===== config.mk =====
export PLATFORM = sky130hd
export DESIGN_NAME = instr_decode_queue
export DESIGN_NICKNAME = d
export VERILOG_FILES = /design/src/rtl/instr_decode_queue_pkg.sv /design/src/rtl/instr_decode_queue_decoder.sv /design/src/rtl/instr_decode_queue.sv
export SDC_FILE = /design/constraint.sdc
export NUM_CORES = 1
export LEC_CHECK = 0
export ABC_AREA = 1
export CORE_MARGIN = 2
export CORE_UTILIZATION = 52
export DETAILED_ROUTE_END_ITERATION = 8
export PLACE_DENSITY = 0.83
export SETUP_SLACK_MARGIN = 0.05
export SYNTH_ARGS = -nofsm -noshare
export SYNTH_HDL_FRONTEND = slang
export SYNTH_SLANG_ARGS = --single-unit

===== constraint.sdc =====
create_clock -name clk -period 12.4 [get_ports clk]
set_input_delay 2.48 -clock clk [delete_from_list [all_inputs] [get_ports clk]]
set_output_delay 2.48 -clock clk [all_outputs]
set_load 0.02 [all_outputs]

===== src/rtl/instr_decode_queue_pkg.sv =====
// Shared decode types for the decode queue: control bundle, decoded entry,
// opcode/funct constants and the ALU-op selection helper.
package instr_decode_queue_pkg;

    localparam int PC_W = 32;

    localparam logic [2:0] EXE_PIPE_ID_ALU     = 3'd0;
    localparam logic [2:0] EXE_PIPE_ID_LSU     = 3'd1;
    localparam logic [2:0] EXE_PIPE_ID_MUL     = 3'd2;
    localparam logic [2:0] EXE_PIPE_ID_DIV     = 3'd3;
    localparam logic [2:0] EXE_PIPE_ID_BR      = 3'd4;
    localparam logic [2:0] EXE_PIPE_ID_INVALID = 3'd7;

    typedef enum logic [2:0] {
        EXE_PIPE_ALU     = EXE_PIPE_ID_ALU,
        EXE_PIPE_LSU     = EXE_PIPE_ID_LSU,
        EXE_PIPE_MUL     = EXE_PIPE_ID_MUL,
        EXE_PIPE_DIV     = EXE_PIPE_ID_DIV,
        EXE_PIPE_BR      = EXE_PIPE_ID_BR,
        EXE_PIPE_INVALID = EXE_PIPE_ID_INVALID
    } exe_pipe_e;

    typedef enum logic [3:0] {
        ALU_ADD, ALU_SUB, ALU_SLL, ALU_SLT, ALU_SLTU,
        ALU_XOR, ALU_SRL, ALU_SRA, ALU_OR, ALU_AND
    } alu_op_e;

    typedef enum logic [1:0] {MUL_MUL, MUL_MULH, MUL_MULHSU, MUL_MULHU} mul_op_e;
    typedef enum logic [1:0] {DIV_DIV, DIV_DIVU, DIV_REM, DIV_REMU} div_op_e;

    typedef enum logic [2:0] {
        BR_BEQ = 3'b000, BR_BNE = 3'b001, BR_RSV2 = 3'b010, BR_RSV3 = 3'b011,
        BR_BLT = 3'b100, BR_BGE = 3'b101, BR_BLTU = 3'b110, BR_BGEU = 3'b111
    } branch_op_e;

    typedef enum logic [2:0] {
        IMM_NONE, IMM_I, IMM_S, IMM_B, IMM_J, IMM_U, IMM_SHAMT
    } imm_type_e;

    typedef enum logic [1:0] {BYTE = 2'd0, HALF = 2'd1, WORD = 2'd2} mem_size_e;

    localparam logic [6:0] OP_R      = 7'b0110011;
    localparam logic [6:0] OP_IMM    = 7'b0010011;
    localparam logic [6:0] OP_LOAD   = 7'b0000011;
    localparam logic [6:0] OP_STORE  = 7'b0100011;
    localparam logic [6:0] OP_BRANCH = 7'b1100011;
    localparam logic [6:0] OP_JAL    = 7'b1101111;
    localparam logic [6:0] OP_JALR   = 7'b1100111;
    localparam logic [6:0] OP_LUI    = 7'b0110111;
    localparam logic [6:0] OP_AUIPC  = 7'b0010111;

    localparam logic [6:0] F7_BASE   = 7'h00;
    localparam logic [6:0] F7_ALT    = 7'h20;
    localparam logic [6:0] F7_MULDIV = 7'h01;
    localparam logic [2:0] STORE_F3_MAX = 3'b010;

    typedef struct packed {
        exe_pipe_e  exe_pipe;
        alu_op_e    alu_op;
        mul_op_e    mul_op;
        div_op_e    div_op;
        branch_op_e branch_op;
        imm_type_e  imm_type;
        logic       use_imm;
        logic       use_pc;
        logic       register_write;
        logic       mem_load;
        logic       mem_store;
        logic       branch;
        logic       jal;
        logic       jalr;
    } ctrl_t;

    typedef struct packed {
        ctrl_t            ctrl;
        logic [4:0]       a1;
        logic [4:0]       a2;
        logic [4:0]       rd;
        logic [31:0]      imm_ext;
        logic [PC_W-1:0]  pc;
        logic [PC_W-1:0]  pc_inc;
        mem_size_e        mem_size;
        logic             mem_unsigned;
        logic             illegal;
    } decoded_instr_t;

    function automatic alu_op_e alu_from_f3(input logic [2:0] f3, input logic alt);
        alu_op_e op;
        unique case (f3)
            3'b000:  op = alt ? ALU_SUB : ALU_ADD;
            3'b001:  op = ALU_SLL;
            3'b010:  op = ALU_SLT;
            3'b011:  op = ALU_SLTU;
            3'b100:  op = ALU_XOR;
            3'b101:  op = alt ? ALU_SRA : ALU_SRL;
            3'b110:  op = ALU_OR;
            default: op = ALU_AND;
        endcase
        return op;
    endfunction

endpackage


===== src/rtl/instr_decode_queue_decoder.sv =====
// Combinational RV32I(M) decoder: raw instruction to decoded entry,
// pc fields left zero for the queue to fill in.
module instr_decoder
    import instr_decode_queue_pkg::*;
#(
    parameter bit SUPPORT_M = 1'b1
) (
    input  logic [31:0]    i_instr,
    output decoded_instr_t o_dec
);

    logic [6:0] w_op;
    logic [2:0] w_f3;
    logic [6:0] w_f7;

    assign w_op = i_instr[6:0];
    assign w_f3 = i_instr[14:12];
    assign w_f7 = i_instr[31:25];

    always_comb begin
        o_dec = '0;
        o_dec.ctrl.exe_pipe = EXE_PIPE_ALU;
        unique case (w_op)
            OP_R: begin
                o_dec.a1 = i_instr[19:15];
                o_dec.a2 = i_instr[24:20];
                o_dec.rd = i_instr[11:7];
                o_dec.ctrl.register_write = 1'b1;
                o_dec.ctrl.alu_op = alu_from_f3(w_f3, w_f7 == F7_ALT);
                if (w_f7 == F7_MULDIV) begin
                    o_dec.illegal = !SUPPORT_M;
                    o_dec.ctrl.exe_pipe = w_f3[2] ? EXE_PIPE_DIV : EXE_PIPE_MUL;
                    o_dec.ctrl.mul_op = mul_op_e'(w_f3[1:0]);
                    o_dec.ctrl.div_op = div_op_e'(w_f3[1:0]);
                end else if (w_f7 == F7_ALT) begin
                    o_dec.illegal = !(w_f3 == 3'b000 || w_f3 == 3'b101);
                end else if (w_f7 != F7_BASE) begin
                    o_dec.illegal = 1'b1;
                end
            end
            OP_IMM: begin
                o_dec.a1 = i_instr[19:15];
                o_dec.rd = i_instr[11:7];
                o_dec.ctrl.register_write = 1'b1;
                o_dec.ctrl.use_imm = 1'b1;
                o_dec.ctrl.alu_op =
                    alu_from_f3(w_f3, w_f3 == 3'b101 && i_instr[30]);
                o_dec.ctrl.imm_type = (w_f3[1:0] == 2'b01) ? IMM_SHAMT : IMM_I;
            end
            OP_LOAD: begin
                o_dec.a1 = i_instr[19:15];
                o_dec.rd = i_instr[11:7];
                o_dec.ctrl.exe_pipe = EXE_PIPE_LSU;
                o_dec.ctrl.register_write = 1'b1;
                o_dec.ctrl.mem_load = 1'b1;
                o_dec.ctrl.imm_type = IMM_I;
                o_dec.mem_size = mem_size_e'(w_f3[1:0]);
                o_dec.mem_unsigned = w_f3[2];
                o_dec.illegal = (w_f3 == 3'b011) || (w_f3[2:1] == 2'b11);
            end
            OP_STORE: begin
                o_dec.a1 = i_instr[19:15];
                o_dec.a2 = i_instr[24:20];
                o_dec.ctrl.exe_pipe = EXE_PIPE_LSU;
                o_dec.ctrl.mem_store = 1'b1;
                o_dec.ctrl.imm_type = IMM_S;
                o_dec.mem_size = mem_size_e'(w_f3[1:0]);
                o_dec.mem_unsigned = w_f3[2];
                o_dec.illegal = w_f3 > STORE_F3_MAX;
            end
            OP_BRANCH: begin
                o_dec.a1 = i_instr[19:15];
                o_dec.a2 = i_instr[24:20];
                o_dec.ctrl.exe_pipe = EXE_PIPE_BR;
                o_dec.ctrl.branch = 1'b1;
                o_dec.ctrl.branch_op = branch_op_e'(w_f3);
                o_dec.ctrl.imm_type = IMM_B;
                o_dec.illegal = (w_f3[2:1] == 2'b01);
            end
            OP_JAL: begin
                o_dec.rd = i_instr[11:7];
                o_dec.ctrl.exe_pipe = EXE_PIPE_BR;
                o_dec.ctrl.register_write = 1'b1;
                o_dec.ctrl.jal = 1'b1;
                o_dec.ctrl.imm_type = IMM_J;
            end
            OP_JALR: begin
                o_dec.a1 = i_instr[19:15];
                o_dec.rd = i_instr[11:7];
                o_dec.ctrl.exe_pipe = EXE_PIPE_BR;
                o_dec.ctrl.register_write = 1'b1;
                o_dec.ctrl.jalr = 1'b1;
                o_dec.ctrl.imm_type = IMM_I;
            end
            OP_LUI, OP_AUIPC: begin
                o_dec.rd = i_instr[11:7];
                o_dec.ctrl.register_write = 1'b1;
                o_dec.ctrl.use_imm = 1'b1;
                o_dec.ctrl.use_pc = (w_op == OP_AUIPC);
                o_dec.ctrl.imm_type = IMM_U;
            end
            default: begin
                // raw register fields are kept for trap reporting
                o_dec.a1 = i_instr[19:15];
                o_dec.a2 = i_instr[24:20];
                o_dec.rd = i_instr[11:7];
                o_dec.illegal = 1'b1;
            end
        endcase

        unique case (o_dec.ctrl.imm_type)
            IMM_I: o_dec.imm_ext = {{20{i_instr[31]}}, i_instr[31:20]};
            IMM_S: o_dec.imm_ext = {{20{i_instr[31]}}, i_instr[31:25], i_instr[11:7]};
            IMM_B: o_dec.imm_ext = {{19{i_instr[31]}}, i_instr[31], i_instr[7],
                                    i_instr[30:25], i_instr[11:8], 1'b0};
            IMM_J: o_dec.imm_ext = {{11{i_instr[31]}}, i_instr[31], i_instr[19:12],
                                    i_instr[20], i_instr[30:21], 1'b0};
            IMM_U: o_dec.imm_ext = {i_instr[31:12], 12'b0};
            IMM_SHAMT: o_dec.imm_ext = {27'b0, i_instr[24:20]};
            default: o_dec.imm_ext = '0;
        endcase

        if (o_dec.rd == 5'd0) o_dec.ctrl.register_write = 1'b0;
        if (o_dec.illegal) begin
            o_dec.ctrl.register_write = 1'b0;
            o_dec.ctrl.mem_load = 1'b0;
            o_dec.ctrl.mem_store = 1'b0;
            o_dec.ctrl.branch = 1'b0;
            o_dec.ctrl.jal = 1'b0;
            o_dec.ctrl.jalr = 1'b0;
            o_dec.ctrl.exe_pipe = EXE_PIPE_INVALID;
        end
    end

endmodule


===== src/rtl/instr_decode_queue.sv =====
// Decode stage: instructions are decoded on enqueue into a small FIFO
// that absorbs dispatcher back-pressure.
module instr_decode_queue
    import instr_decode_queue_pkg::*;
#(
    parameter int QUEUE_DEPTH = 4,
    parameter int XLEN        = PC_W,
    parameter bit SUPPORT_M   = 1'b1
) (
    input  logic                             clk,
    input  logic                             rst,
    input  logic                             flush,
    input  logic                             in_valid,
    output logic                             in_ready,
    input  logic [31:0]                      in_instr,
    input  logic [XLEN-1:0]                  in_pc,
    input  logic [XLEN-1:0]                  in_pc_inc,
    output logic                             out_valid,
    input  logic                             out_ready,
    output decoded_instr_t                   out_entry,
    output logic [$clog2(QUEUE_DEPTH+1)-1:0] occupancy
);

    localparam int PTR_W = $clog2(QUEUE_DEPTH);
    localparam int CNT_W = $clog2(QUEUE_DEPTH + 1);

    decoded_instr_t r_mem [QUEUE_DEPTH];
    logic [PTR_W-1:0] r_head;
    logic [PTR_W-1:0] r_tail;
    logic [CNT_W-1:0] r_count;

    decoded_instr_t w_dec;
    decoded_instr_t w_wr;
    logic           w_push;
    logic           w_pop;

    instr_decoder #(.SUPPORT_M(SUPPORT_M)) u_dec (
        .i_instr (in_instr),
        .o_dec   (w_dec)
    );

    always_comb begin
        w_wr = w_dec;
        w_wr.pc = PC_W'(in_pc);
        w_wr.pc_inc = PC_W'(in_pc_inc);
    end

    assign in_ready  = (r_count < CNT_W'(QUEUE_DEPTH)) && !rst;
    assign out_valid = (r_count != '0);
    assign occupancy = r_count;
    assign out_entry = r_mem[r_head];

    assign w_push = in_valid && in_ready && !flush;
    assign w_pop  = out_valid && out_ready && !flush;

    always_ff @(posedge clk or posedge rst) begin
        if (rst) begin
            r_head  <= '0;
            r_tail  <= '0;
            r_count <= '0;
        end else if (flush) begin
            r_head  <= '0;
            r_tail  <= '0;
            r_count <= '0;
        end else begin
            if (w_push) r_tail <= r_tail + PTR_W'(1);
            if (w_pop)  r_head <= r_head + PTR_W'(1);
            if (w_push && !w_pop)      r_count <= r_count + CNT_W'(1);
            else if (w_pop && !w_push) r_count <= r_count - CNT_W'(1);
        end
    end

    // storage is never reset; out_entry only matters while out_valid
    always_ff @(posedge clk) begin
        if (w_push) r_mem[r_tail] <= w_wr;
    end

endmodule

# Word level (Yosys, flattened, before mapping)
# Memory sizes are Yosys's and may differ from the RTL's.
# Index checks and enable logic that the tools add are counted.
dict set report totals {
  ff_bits 7
  ramBits 560
  in_bits 101
  memories 1
}
dict set report op_classes {
  addsub 4
  order_cmp 2
  n_eq_ne 26
  n_mux 44
  n_reduce_logical 32
}
# memory depth word_bits rd rd_clocked_by_memory_dff wr line
set mem_list {}
lappend mem_list {r_mem 4 140 1 0 1 instr_decode_queue.sv:27} ;# decoded_instr_t r_mem [QUEUE_DEPTH];
# op n
set ops {}
lappend ops {{$pmux 32 s6} 1}
lappend ops {{$pmux 4 s7} 2}
lappend ops {{$eq 7x6->1 const B} 4}
lappend ops {{$mux 3} 8}
lappend ops {{$eq 7x7->1 const B} 3}
lappend ops {{$mux 1} 19}
lappend ops {{$eq 3x3->1 const B} 6}
lappend ops {{$pmux 3 s6} 1}
lappend ops {{$mux 5} 3}
lappend ops {{$eq 7x5->1 const B} 2}
lappend ops {{$eq 3x2->1 const B} 4}
lappend ops {{$pmux 3 s3} 1}
lappend ops {{$reduce_or 3->1} 3}
lappend ops {{$logic_and 1x1->1} 8}
lappend ops {{$mux 2} 4}
lappend ops {{$mux 4} 2}
lappend ops {{$pmux 4 s2} 1}
lappend ops {{$reduce_or 2->1} 4}
lappend ops {{$eq 7x1->1 const B} 1}
lappend ops {{$eq 7x2->1 const B} 1}
lappend ops {{$reduce_bool 7->1} 1}
lappend ops {{$reduce_or 7->1} 1}
lappend ops {{$eq 3x1->1 const B} 2}
lappend ops {{$mux 6} 1}
lappend ops {{other kinds (16)} 25}

# Longest topological paths before layout
# Gate-level depths: netlist (run 1).
dict set report depth {
  depth_word 9
  depth_mapped 10
  ltp_nobuf 10
}

# Hierarchy
# From an unflattened synthesis (run 1), not the netlist that was laid out.
dict set report unflattened {
  cells_unflattened 1762
  hier_area_um2 22909.5
}
# module n_inst cells_each area_per_inst_um2 seq_area_each_um2
set modules_own_cells {}
lappend modules_own_cells {instr_decode_queue 1 1419 21097.7 16991.3}
lappend modules_own_cells {instr_decoder 1 343 1811.7 0.0}

# Worst setup path before layout (run 1)
# No wires, ideal clock.
dict set report synth_path {
  path_kind {input -> register}
  from {input rst}
  to {memory r_mem[0][0] (netlist bit) (enable)}
  setup_time_ps 637
  arrival_ps 8973
  required_time_ps 11763
  path_slack_ps 2790
  path_stages 5
  path_buffers 0
  cell_sequence {nor2_1 > nand2_1 > nor2_1 > inv_1 > nor2_1}
}
dict set report synth_via {
  elab_chain_len 6
}
# element line
set synth_rtl {}
lappend synth_rtl {{start: declaration} instr_decode_queue.sv:11} ;# input logic rst,
lappend synth_rtl {{$logic_not 1->1 (no line)} --}
lappend synth_rtl {{$logic_and 1x1->1} instr_decode_queue.sv:48} ;# assign in_ready = (r_count < CNT_W'(QUEUE_DEPTH)) && !rst;
lappend synth_rtl {{$logic_and 1x1->1 (2 in a row)} instr_decode_queue.sv:53} ;# assign w_push = in_valid && in_ready && !flush;
lappend synth_rtl {{$mux 1} instr_decode_queue.sv:75} ;# if (w_push) r_mem[r_tail] <= w_wr;
lappend synth_rtl {{$mux 1 (not written as such)} instr_decode_queue.sv:75}
lappend synth_rtl {{end: declaration} instr_decode_queue.sv:27}
# No other way between the ends.

==> summary.md, run 1 <==
| Metric | Value |
|---|---|
| Status | `completed` |
| Reg clk slew, reported paths | `0.06 ns` |
| Initial DRC count | `1416` |
| Period minus WS final | `6.53 ns` |
| Sequential area share after synthesis | `0.760` |
| Syn Area/Cell | `13.2 µm²` |
| Initial antenna violation count | `2` |
| Die Y-Extent | `210 µm` |
| Cell with the most instances after synthesis | `edfxtp_1` |
| Post-cts resize count | `0` |
| Share of cells above drive strength 1 | `0.0647` |
| Nets | `1992` |
| Dpl ws | `6.26 ns` |
| Synth area leader | `edfxtp_1` |
| Most used DFF post-synth | `edfxtp_1` |
| Hold Crit Depth | `1` |
| Setup ws final | `5.87 ns` |
| Reg2Reg Setup Slack | `9.25 ns` |
| Hpwl dp | `29500 µm` |
| CP arrival | `4.05 ns` |
| Leak pwr | `9.27 nW` |
| Area grow syn2layout | `21.3%` |
| Num CTS Buffers | `56` |
| Startpoint Class | `flip-flop` |
| Cell Pwr Density | `188 nW/µm²` |
| Footprint of the multi-input gates | `4600 µm²` |
| Core area | `41900 µm²` |
| Routed len/inst | `21.3 µm` |
| Worst Hold Class | `reg -> reg` |
| CP max FO | `98` |
| Fillers | `2950` |
| Yosys cell types | `33` |
| 1st-pass router iterations | `6` |
| Worst setup EP type | `output port` |
| Clock Tree Root | `clkbuf_16` |
| Hold Startpoint | `occupancy[0]` |
| Maximum Capacitance Violations | `0` |
| Via-per-instance ratio | `5.88` |
| Gr usage total | `0.236` |
| Final Hold Viols | `0` |
| Crit Reg-Reg Endpoint | `r_mem[2][63]` |
| Critical R2R Launch | `occupancy[2]` |
| Die width | `210 µm` |
| Clock Tree Buf Depth | `3` |
| CTS tree | `done` |
| CTS sink count | `559` |
| Yosys warning count | `0` |
| Post-synth EDFFs | `552` |
| Htree depth | `2` |
| Final GP Congestion | `0.885` |
| Tot Pwr | `5.04 mW` |
| Via count | `14600` |
| PortBufs | `245` |
| Post-synthesis net count | `1781` |
| Final wirelength | `52600 µm` |
| Ys async rst share | `0.0125` |
| Worst-Margin Slew | `1.10 ns` |
| First-pass GRT wire length | `79400 µm` |
| # setup viols final | `0` |
| DRC Markers | `0` |
| CTS hold repair buffers | `0` |
| Total Die Area | `44000 µm²` |
| Sequential cell area | `16800 µm²` |
| Skew final | `0.00940 ns` |
| WHS | `0.537 ns` |
| Final period util | `0.526` |
| Final Core Density | `0.638` |
| IO Count | `246` |
| Post-CTS setup buffers | `0` |
| Grt total ovfl | `0` |
| Largest net degree at the start of global routing | `174` |
| Register bit total from synthesis | `559` |
| Setup tns final | `0 ns` |
| Largest cells by area after synthesis | `edfxtp_1, o21ai_0, nor2_1` |
| Min-Delay Endpoint | `occupancy[0]` |
| RSZ-0062 raised after global routing | `false` |
| Slew HR | `0.264` |
| Final slew viol count | `0` |
| Area of the mapped netlist | `22000 µm²` |
| Critical path class | `reg -> out` |
| Initial Utilization | `0.526` |
| Cells after Synth | `1675` |
| Synth top cells by count | `edfxtp_1, nor2_1, o21ai_0` |
| Standard-cell row count | `75` |
| R2R depth | `6` |
| Clk_lat worst skew | `0.60 ns` |
| Max Clock Freq | `153 MHz` |
| Top cell type's share of synthesized area | `0.752` |
| Critical Path RT | `9.92 ns` |
| Final ANT Viol Nets | `0` |
| Worst VDD drop | `171 µV` |
| Worst Setup SP | `r_head[1]` |
| Vias in the first global route | `14200` |
-- metrics by stage --
| step | instances | instance area (µm²) |
|---|---|---|
| finish | 2473 | 26700 |
| global route | 2472 | 26700 |
| CTS | 2472 | 26700 |
| detailed placement | 2367 | 24900 |
| global placement | 2367 | 24900 |
| floorplan | 1675 | 22000 |
-- logic make-up after synthesis --
family,after synthesis,synth area share
AND/OR/NAND/NOR,480,0.0908
XOR/XNOR,1,0.000398
AO/OA/AOI/OAI,460,0.113
buffers and inverters,170,0.0321
adder cells (fa/ha/maj),5,0.00318
flip-flops,559,0.760
-- cell usage in the layout, fill, tap and decap left out, types with 6 or more instances in the layout --
master           synthesis  routed
nor2_4                   2       6
inv_1                   59      58
o21ai_0                288     288
bufinv_16                0       8
a21oi_1                 27      27
nor2_1                 325     321
clkbuf_16                0      57
nand4_1                 18      18
nand2_1                 82      82
clkbuf_1                70      13
clkdlybuf4s50_1          0     245
clkinv_1                 1      13
o22ai_1                139     139
nand3_1                 31      31
buf_4                    5      12
nand2_2                  6       6
edfxtp_1               552     552
clkinv_2                 0       7
-- per-layer routing --
layer | vias to the layer above | wire length [µm] | share of wire | global-route usage
li1 | 6603 | - | - | -
met1 | 7128 | 20600 | 0.39 | 0.306
met2 | 712 | 25800 | 0.49 | 0.397
met3 | 103 | 4850 | 0.092 | 0.0567
met4 | 4 | 1320 | 0.025 | 0.0714
met5 | - | 27 | 0.00051 | 0
-- worst max path at each step --
stage / end / slack (ns)
2_1_floorplan: r_mem[0][0] / 2.79
3_3_place_gp: in_ready / 6.22
3_5_place_dp: in_ready / 6.26
4_1_cts: out_entry[133] / 5.82
5_1_grt: out_entry[54] / 5.70
6_report: out_entry[133] / 5.87
-- worst max-delay path, cell delays in order, from the launching register on --
cell	delay [ns]
dfrtp_4	0.70
inv_4	0.46
buf_4	0.92
o21ai_0	0.29
o22ai_1	0.36
clkdlybuf4s50_1	0.67
-- sequential cells by signal, indices dropped and copies added (netlist names) --
signal and count:
r_mem 552, occupancy 3, r_head 2, r_tail 2
-- cell type report --
type                            count  area share
Sequential cell                   559       0.627
Multi-Input combinational cell    946       0.172
Clock inverter                     35      0.0145
Antenna cell                        1   0.0000937
Timing Repair Buffer              258      0.0959
Inverter                           65     0.00960
Tap cell                          539      0.0252
Clock buffer                       70      0.0552
-- report_power, final --
group | switching [mW] | internal (mW)
registers | 0.0211 | 2.12
clock network | 0.695 | 1.01
logic | 0.740 | 0.452
total | 1.46 | 3.58
Power figures use the tool's default switching activity.
==> run 2: changes to the inputs <==
==> constraint.sdc (replaced) <==
create_clock -name clk -period 6.5 [get_ports clk]
set_input_delay 1.3 -clock clk [delete_from_list [all_inputs] [get_ports clk]]
set_output_delay 1.3 -clock clk [all_outputs]
set_load 0.02 [all_outputs]
==> run 2 against run 1 <==
Against the previous run: worst hold slack better by 0.00054 ns; sequential power up 93%; setup slack worse by 4.4 ns; cell count down 0.24%; critical path depth unchanged; power up 87%; combinational power up 87%; first-iteration DRC count up 30%; critical endpoint is now out_entry[74].
==> summary.md, run 2 (synthesis gave the netlist of run 1 again) <==
| Metric | Value |
|---|---|
| Final Hold Viols | `0 (unchanged)` |
| Sw Ratio | `0.293 (was 0.289)` |
| Flop pwr share | `0.438 (was 0.425)` |
| Worst setup EP type | `output port (unchanged)` |
| Clock Tree Buf Depth | `3 (unchanged)` |
| Reg2Reg Setup Slack | `3.85 ns (was 9.25 ns)` |
| P_int | `6.66 mW (was 3.58 mW)` |
| Period minus WS final | `5.05 ns` |
| Crit Reg-Reg Endpoint | `r_mem[0][100] (was r_mem[2][63])` |
| Slew HR | `0.324 (was 0.264)` |
| Largest reg by FF count | `r_mem (unchanged)` |
| Clk_lat worst skew | `0.60 ns (about the same)` |
| Tot Pwr | `9.42 mW (was 5.04 mW)` |
| Standard-cell row count | `75 (unchanged)` |
| Worst VDD drop | `226 µV (was 171 µV)` |
| Max Clock Freq | `198 MHz` |
| Clock Tree Root | `clkbuf_16 (unchanged)` |
| Total Die Area | `44000 µm² (unchanged)` |
| Setup tns final | `0 ns (unchanged)` |
| Die Y-Extent | `210 µm (unchanged)` |
| Area grow syn2layout | `20.9% (was 21.3%)` |
| Hold Startpoint | `occupancy[2] (was occupancy[0])` |
| DRC Markers | `0 (unchanged)` |
| Htree depth | `2 (unchanged)` |
| Leak pwr | `9.22 nW (was 9.27 nW)` |
| Final slew viol count | `0 (unchanged)` |
| Final wirelength | `52900 µm (was 52600 µm)` |
| Final ANT Viol Nets | `0 (unchanged)` |
| Initial Utilization | `0.526 (unchanged)` |
| Skew final | `0.00698 ns (was 0.00940 ns)` |
| Gr usage total | `0.235 (was 0.236)` |
| Max reg flops | `552 (unchanged)` |
| Startpoint Class | `flip-flop (unchanged)` |
| Most common cell after layout, fill and taps aside | `edfxtp_1 (unchanged)` |
| Critical R2R Launch | `occupancy[2] (unchanged)` |
| # setup viols final | `0 (unchanged)` |
| Psw | `2.76 mW (was 1.46 mW)` |
| Maximum Capacitance Violations | `0 (unchanged)` |
| Die width | `210 µm (unchanged)` |
| Initial antenna violation count | `1 (was 2)` |
| Final period util | `0.776` |
| Clock power share | `0.326 (was 0.339)` |
| R2R depth | `6 (unchanged)` |
| Nets | `1988 (was 1992)` |
| Post-cts resize count | `0 (unchanged)` |
| Final Core Density | `0.636 (was 0.638)` |
| IO Count | `246 (unchanged)` |
| Logic gate share of total power | `0.236 (was 0.237)` |
| RSZ-0062 raised after global routing | `false (unchanged)` |
| Core area | `41900 µm² (unchanged)` |
| Via count | `14500 (was 14600)` |
| Worst-Margin Slew | `1.01 ns (was 1.10 ns)` |
| Routed len/inst | `21.5 µm (was 21.3 µm)` |
| Most frequent cells in the layout | `edfxtp_1, nor2_1, o21ai_0, clkdlybuf4s50_1, o22ai_1 (unchanged)` |
| Reg clk slew, reported paths | `0.06 ns (about the same)` |
| Vias in the first global route | `14300 (was 14200)` |
| Critical path class | `reg -> out (unchanged)` |
| 1st-pass router iterations | `5 (was 6)` |
| Hold Crit Depth | `2 (was 1)` |
| Cell Pwr Density | `354 nW/µm² (was 188 nW/µm²)` |
| CTS sink count | `559 (unchanged)` |
| Initial DRC count | `1840 (was 1416)` |
| Status | `completed (unchanged)` |
| Num CTS Buffers | `56 (unchanged)` |
| First-pass GRT wire length | `79300 µm (was 79400 µm)` |
| Min-Delay Endpoint | `occupancy[2] (was occupancy[0])` |
| Worst Hold Class | `reg -> reg (unchanged)` |
| Largest net degree at the start of global routing | `192 (was 174)` |
| Grt total ovfl | `0 (unchanged)` |
| Hpwl dp | `29700 µm (was 29500 µm)` |
| Share of cells above drive strength 1 | `0.0618 (was 0.0647)` |
| CP max FO | `73 (was 98)` |
| CTS hold repair buffers | `0 (unchanged)` |
| CP arrival | `3.75 ns (was 4.05 ns)` |
| Final GP Congestion | `0.881 (was 0.885)` |
| Post-CTS setup buffers | `0 (unchanged)` |
| Via-per-instance ratio | `5.89 (was 5.88)` |
| CTS tree | `done (unchanged)` |
| Critical Path RT | `5.20 ns (was 9.92 ns)` |
| PortBufs | `245 (unchanged)` |
==> run 2: routing by layer <==
layer / track usage / wire length [µm]
met5: 0 / 0
met4: 0.0900 / 1560
met3: 0.0530 / 4900
met2: 0.392 / 25800
met1: 0.303 / 20700
==> run 2: critical path, cell delays in order, from the launching register on <==
cell and delay (ns):
dfrtp_4 0.74, inv_4 0.71, buf_4 0.51, o21ai_0 0.17
o22ai_1 0.25, clkdlybuf4s50_1 0.67
==> run 2: worst max path at each step <==
stage,from,end,slack (ns),cells past startpoint
finish,r_head[1],out_entry[74],1.45,5
global route,r_head[0],out_entry[71],1.17,5
CTS,r_head[0],out_entry[74],1.36,5
global placement,r_head[1],out_entry[74],2.06,5
floorplan,rst,r_mem[0][0],-1.93,5
detailed placement,r_head[0],out_entry[71],2.02,5
==> run 2: layout make-up <==
class | instances | area (µm²)
clock buffers | 69 | 1470
repair buffers | 254 | 2590
well taps | 539 | 674
flip-flops and latches | 559 | 16800
multi-input cells | 946 | 4600
inverters | 65 | 256
diodes | 1 | 2.50
fillers | 3030 | 15200
clock inverters | 34 | 268
==> run 2: through the flow <==
stage | setup slack [ns] | instances | instance area (µm²) | hold slack (ns)
after floorplan | -1.93 | 1675 | 22000 | 0.579
after global placement | 2.06 | 2363 | 24900 | 0.517
after detailed placement | 2.02 | 2363 | 24900 | 0.522
after CTS | 1.36 | 2466 | 26600 | 0.538
after global routing | 1.17 | 2466 | 26600 | 0.558
final | 1.45 | 2467 | 26600 | 0.538
==> run 2: power groups by stage <==
| stage | registers, mW | logic [mW] | clock network (mW) |
|---|---|---|---|
| 4_1_cts | 4.13 | 2.24 | 3.11 |
| 6_report | 4.13 | 2.22 | 3.07 |
| 3_5_place_dp | 4.20 | 2.22 | 0 |
| 2_1_floorplan | 4.16 | 1.24 | 0 |
| 5_1_grt | 4.14 | 2.37 | 3.25 |
| 3_3_place_gp | 4.20 | 2.17 | 0 |
==> run 3: changes to the inputs <==
--- a/config.mk
+++ b/config.mk
@@ -7,9 +7,9 @@
 export LEC_CHECK = 0
 export ABC_AREA = 1
 export CORE_MARGIN = 2
-export CORE_UTILIZATION = 52
+export CORE_UTILIZATION = 51
 export DETAILED_ROUTE_END_ITERATION = 8
-export PLACE_DENSITY = 0.83
+export PLACE_DENSITY = 0.84
 export SETUP_SLACK_MARGIN = 0.05
 export SYNTH_ARGS = -nofsm -noshare
 export SYNTH_HDL_FRONTEND = slang
==> constraint.sdc (replaced) <==
create_clock -name clk -period 4.15 [get_ports clk]
set_input_delay 0.83 -clock clk [delete_from_list [all_inputs] [get_ports clk]]
set_output_delay 0.83 -clock clk [all_outputs]
set_load 0.02 [all_outputs]
==> run 3 against run 2 <==
Against the previous run: sequential share of layout area is 0.97 points lower; power is 59% higher; setup slack worse by 1.2 ns; highest routed layer is now met5; die area is 1.9% higher; worst hold slack worse by 0.018 ns.
==> summary.md, run 3 (synthesis gave the netlist of run 1 again) <==
| Metric | Value |
|---|---|
| Max reg flops | `552 (unchanged)` |
| Critical path class | `reg -> out (unchanged)` |
| Critical path, cell by cell | `clkinv_8 > buf_4 > o21ai_0 > o22ai_1 > clkdlybuf4s50_1 (was inv_4 > buf_4 > o21ai_0 > o22ai_1 > clkdlybuf4s50_1)` |
| Hpwl dp | `32100 µm (was 29700 µm)` |
| Clock Tree Root | `clkbuf_16 (unchanged)` |
| 1st-pass router iterations | `6 (was 5)` |
| Startpoint Class | `flip-flop (unchanged)` |
| Dpl cell area | `25200 µm² (was 24900 µm²)` |
| Final Core Density | `0.631 (was 0.636)` |
| CP arrival | `3.08 ns (was 3.75 ns)` |
| Die Y-Extent | `212 µm (was 210 µm)` |
| Gr usage total | `0.237 (was 0.235)` |
| Reg clk slew, reported paths | `0.07 ns (was 0.06 ns)` |
| CTS tree | `done (unchanged)` |
| Status | `completed (unchanged)` |
| Worst-Margin Slew | `0.682 ns (was 1.01 ns)` |
| DRC Markers | `0 (unchanged)` |
| Final wirelength | `54000 µm (was 52900 µm)` |
| Initial Utilization | `0.514 (was 0.526)` |
| # setup viols final | `0 (unchanged)` |
| Critical Path RT | `3.32 ns (was 5.20 ns)` |
| Largest reg by FF count | `r_mem (unchanged)` |
| Worst Setup SP | `r_head[0] (was r_head[1])` |
| Skew final | `0.0198 ns (was 0.00698 ns)` |
| Num CTS Buffers | `55 (was 56)` |
| Leak pwr | `9.38 nW (was 9.22 nW)` |
| Most common cell after layout, fill and taps aside | `edfxtp_1 (unchanged)` |
| CP max FO | `54 (was 73)` |
| Nets | `2011 (was 1988)` |
| Total Die Area | `44900 µm² (was 44000 µm²)` |
| Htree depth | `2 (unchanged)` |
| Final Hold Viols | `0 (unchanged)` |
| PortBufs | `245 (unchanged)` |
| CTS hold repair buffers | `0 (unchanged)` |
| Final ANT Viol Nets | `0 (unchanged)` |
| Core area | `42900 µm² (was 41900 µm²)` |
| Period minus WS final | `3.91 ns` |
| Routed len/inst | `21.3 µm (was 21.5 µm)` |
| Initial antenna violation count | `1 (unchanged)` |
| Largest net degree at the start of global routing | `91 (was 192)` |
| Fillers | `3023 (was 3030)` |
| Vias in the first global route | `14500 (was 14300)` |
| Area grow syn2layout | `22.8% (was 20.9%)` |
| Standard-cell row count | `76 (was 75)` |
| Slew HR | `0.544 (was 0.324)` |
| Maximum Capacitance Violations | `0 (unchanged)` |
| Critical R2R Launch | `occupancy[2] (unchanged)` |
| Clock Tree Buf Depth | `3 (unchanged)` |
| CTS sink count | `559 (unchanged)` |
| Max Clock Freq | `256 MHz` |
| Final period util | `0.942` |
| Critical-path top delay cell | `dfrtp_4 (unchanged)` |
| IO Count | `246 (unchanged)` |
| Final GP Congestion | `0.881 (about the same)` |
| Worst setup EP type | `output port (unchanged)` |
| Via count | `14700 (was 14500)` |
| Worst Hold Class | `in -> async (was reg -> reg)` |
| Initial DRC count | `1753 (was 1840)` |
| Clk_lat worst skew | `0.60 ns (about the same)` |
| First-pass GRT wire length | `80700 µm (was 79300 µm)` |
| Via-per-instance ratio | `5.80 (was 5.89)` |
| Worst VDD drop | `472 µV (was 226 µV)` |
| Die width | `212 µm (was 210 µm)` |
| RSZ-0062 raised after global routing | `false (unchanged)` |
| Grt total ovfl | `0 (unchanged)` |
| Post-route cell area | `27000 µm² (was 26600 µm²)` |
| Share of cells above drive strength 1 | `0.0785 (was 0.0618)` |
| Cell Pwr Density | `553 nW/µm² (was 354 nW/µm²)` |
| Antenna diodes | `0 (was 1)` |
| Most frequent cells in the layout | `edfxtp_1, nor2_1, o21ai_0, clkdlybuf4s50_1, o22ai_1 (unchanged)` |
| Final slew viol count | `0 (unchanged)` |
| Setup tns final | `0 ns (unchanged)` |
| Crit-path max cell delay | `0.67 ns (was 0.74 ns)` |
==> run 3: final timing paths <==
kind	end	slack [ns]	depth (start not counted)
max	out_entry[84]	0.24	5
min	occupancy[1]	0.52	2
max reg2reg	r_mem[0][110]	1.85	6
min reg2reg	occupancy[0]	0.56	1
max in group asynchronous	r_head[1]	3.36	2
min in group clk	occupancy[0]	0.56	1
==> run 3: power by group <==
part	internal, mW	switching [mW]	leakage, nW	total (mW)
logic	1.43	2.21	3.27	3.64
clock network	2.82	2.06	0.870	4.89
registers	6.32	0.0890	5.25	6.41
==> run 3: per-layer routing <==
layer / global-route usage / part of all wire / vias up
met3: 0.0510 / 0.094 / 111
met4: 0.0702 / 0.023 / 2
met5: 0 / 0.00022 / -
met2: 0.408 / 0.49 / 736
li1: - / - / 6633
met1: 0.302 / 0.39 / 7206
==> run 3: cell type report <==
cell class                 count  area [µm²]  share of cell area
inverter                      65         262             0.00967
timing repair buffer         278        2900               0.107
clock buffer                  66        1460              0.0540
sequential                   559       16800               0.620
multi-input combinational    946        4600               0.170
tap                          585         732              0.0271
clock inverter                35         324              0.0120
==> run 3: critical path: cells and delay by family (launching register included) <==
family	cells	cell delay, ns
AOI/OAI and AO/OA	2	0.42
buffers and inverters	3	1.32
DFF	1	0.67
==> run 3: per-stage QoR <==
step                      power (mW)  setup WS, ns  instances  hold slack [ns]
after detailed placement        10.1         0.717       2432            0.541
after floorplan                 8.43        0.0838       1675            0.579
after global placement          10.0         0.768       2432            0.512
after CTS                       15.0         0.119       2533            0.497
after global routing            15.5         0.158       2534            0.532
final                           14.9         0.241       2534            0.519
==> run 3: what timing repair did <==
action,in CTS,in global routing
setup buffers,0,1
setup endpoints to repair,1,19
endpoints found under the hold margin,0,0
pin swaps,0,0
resized for setup,1,3
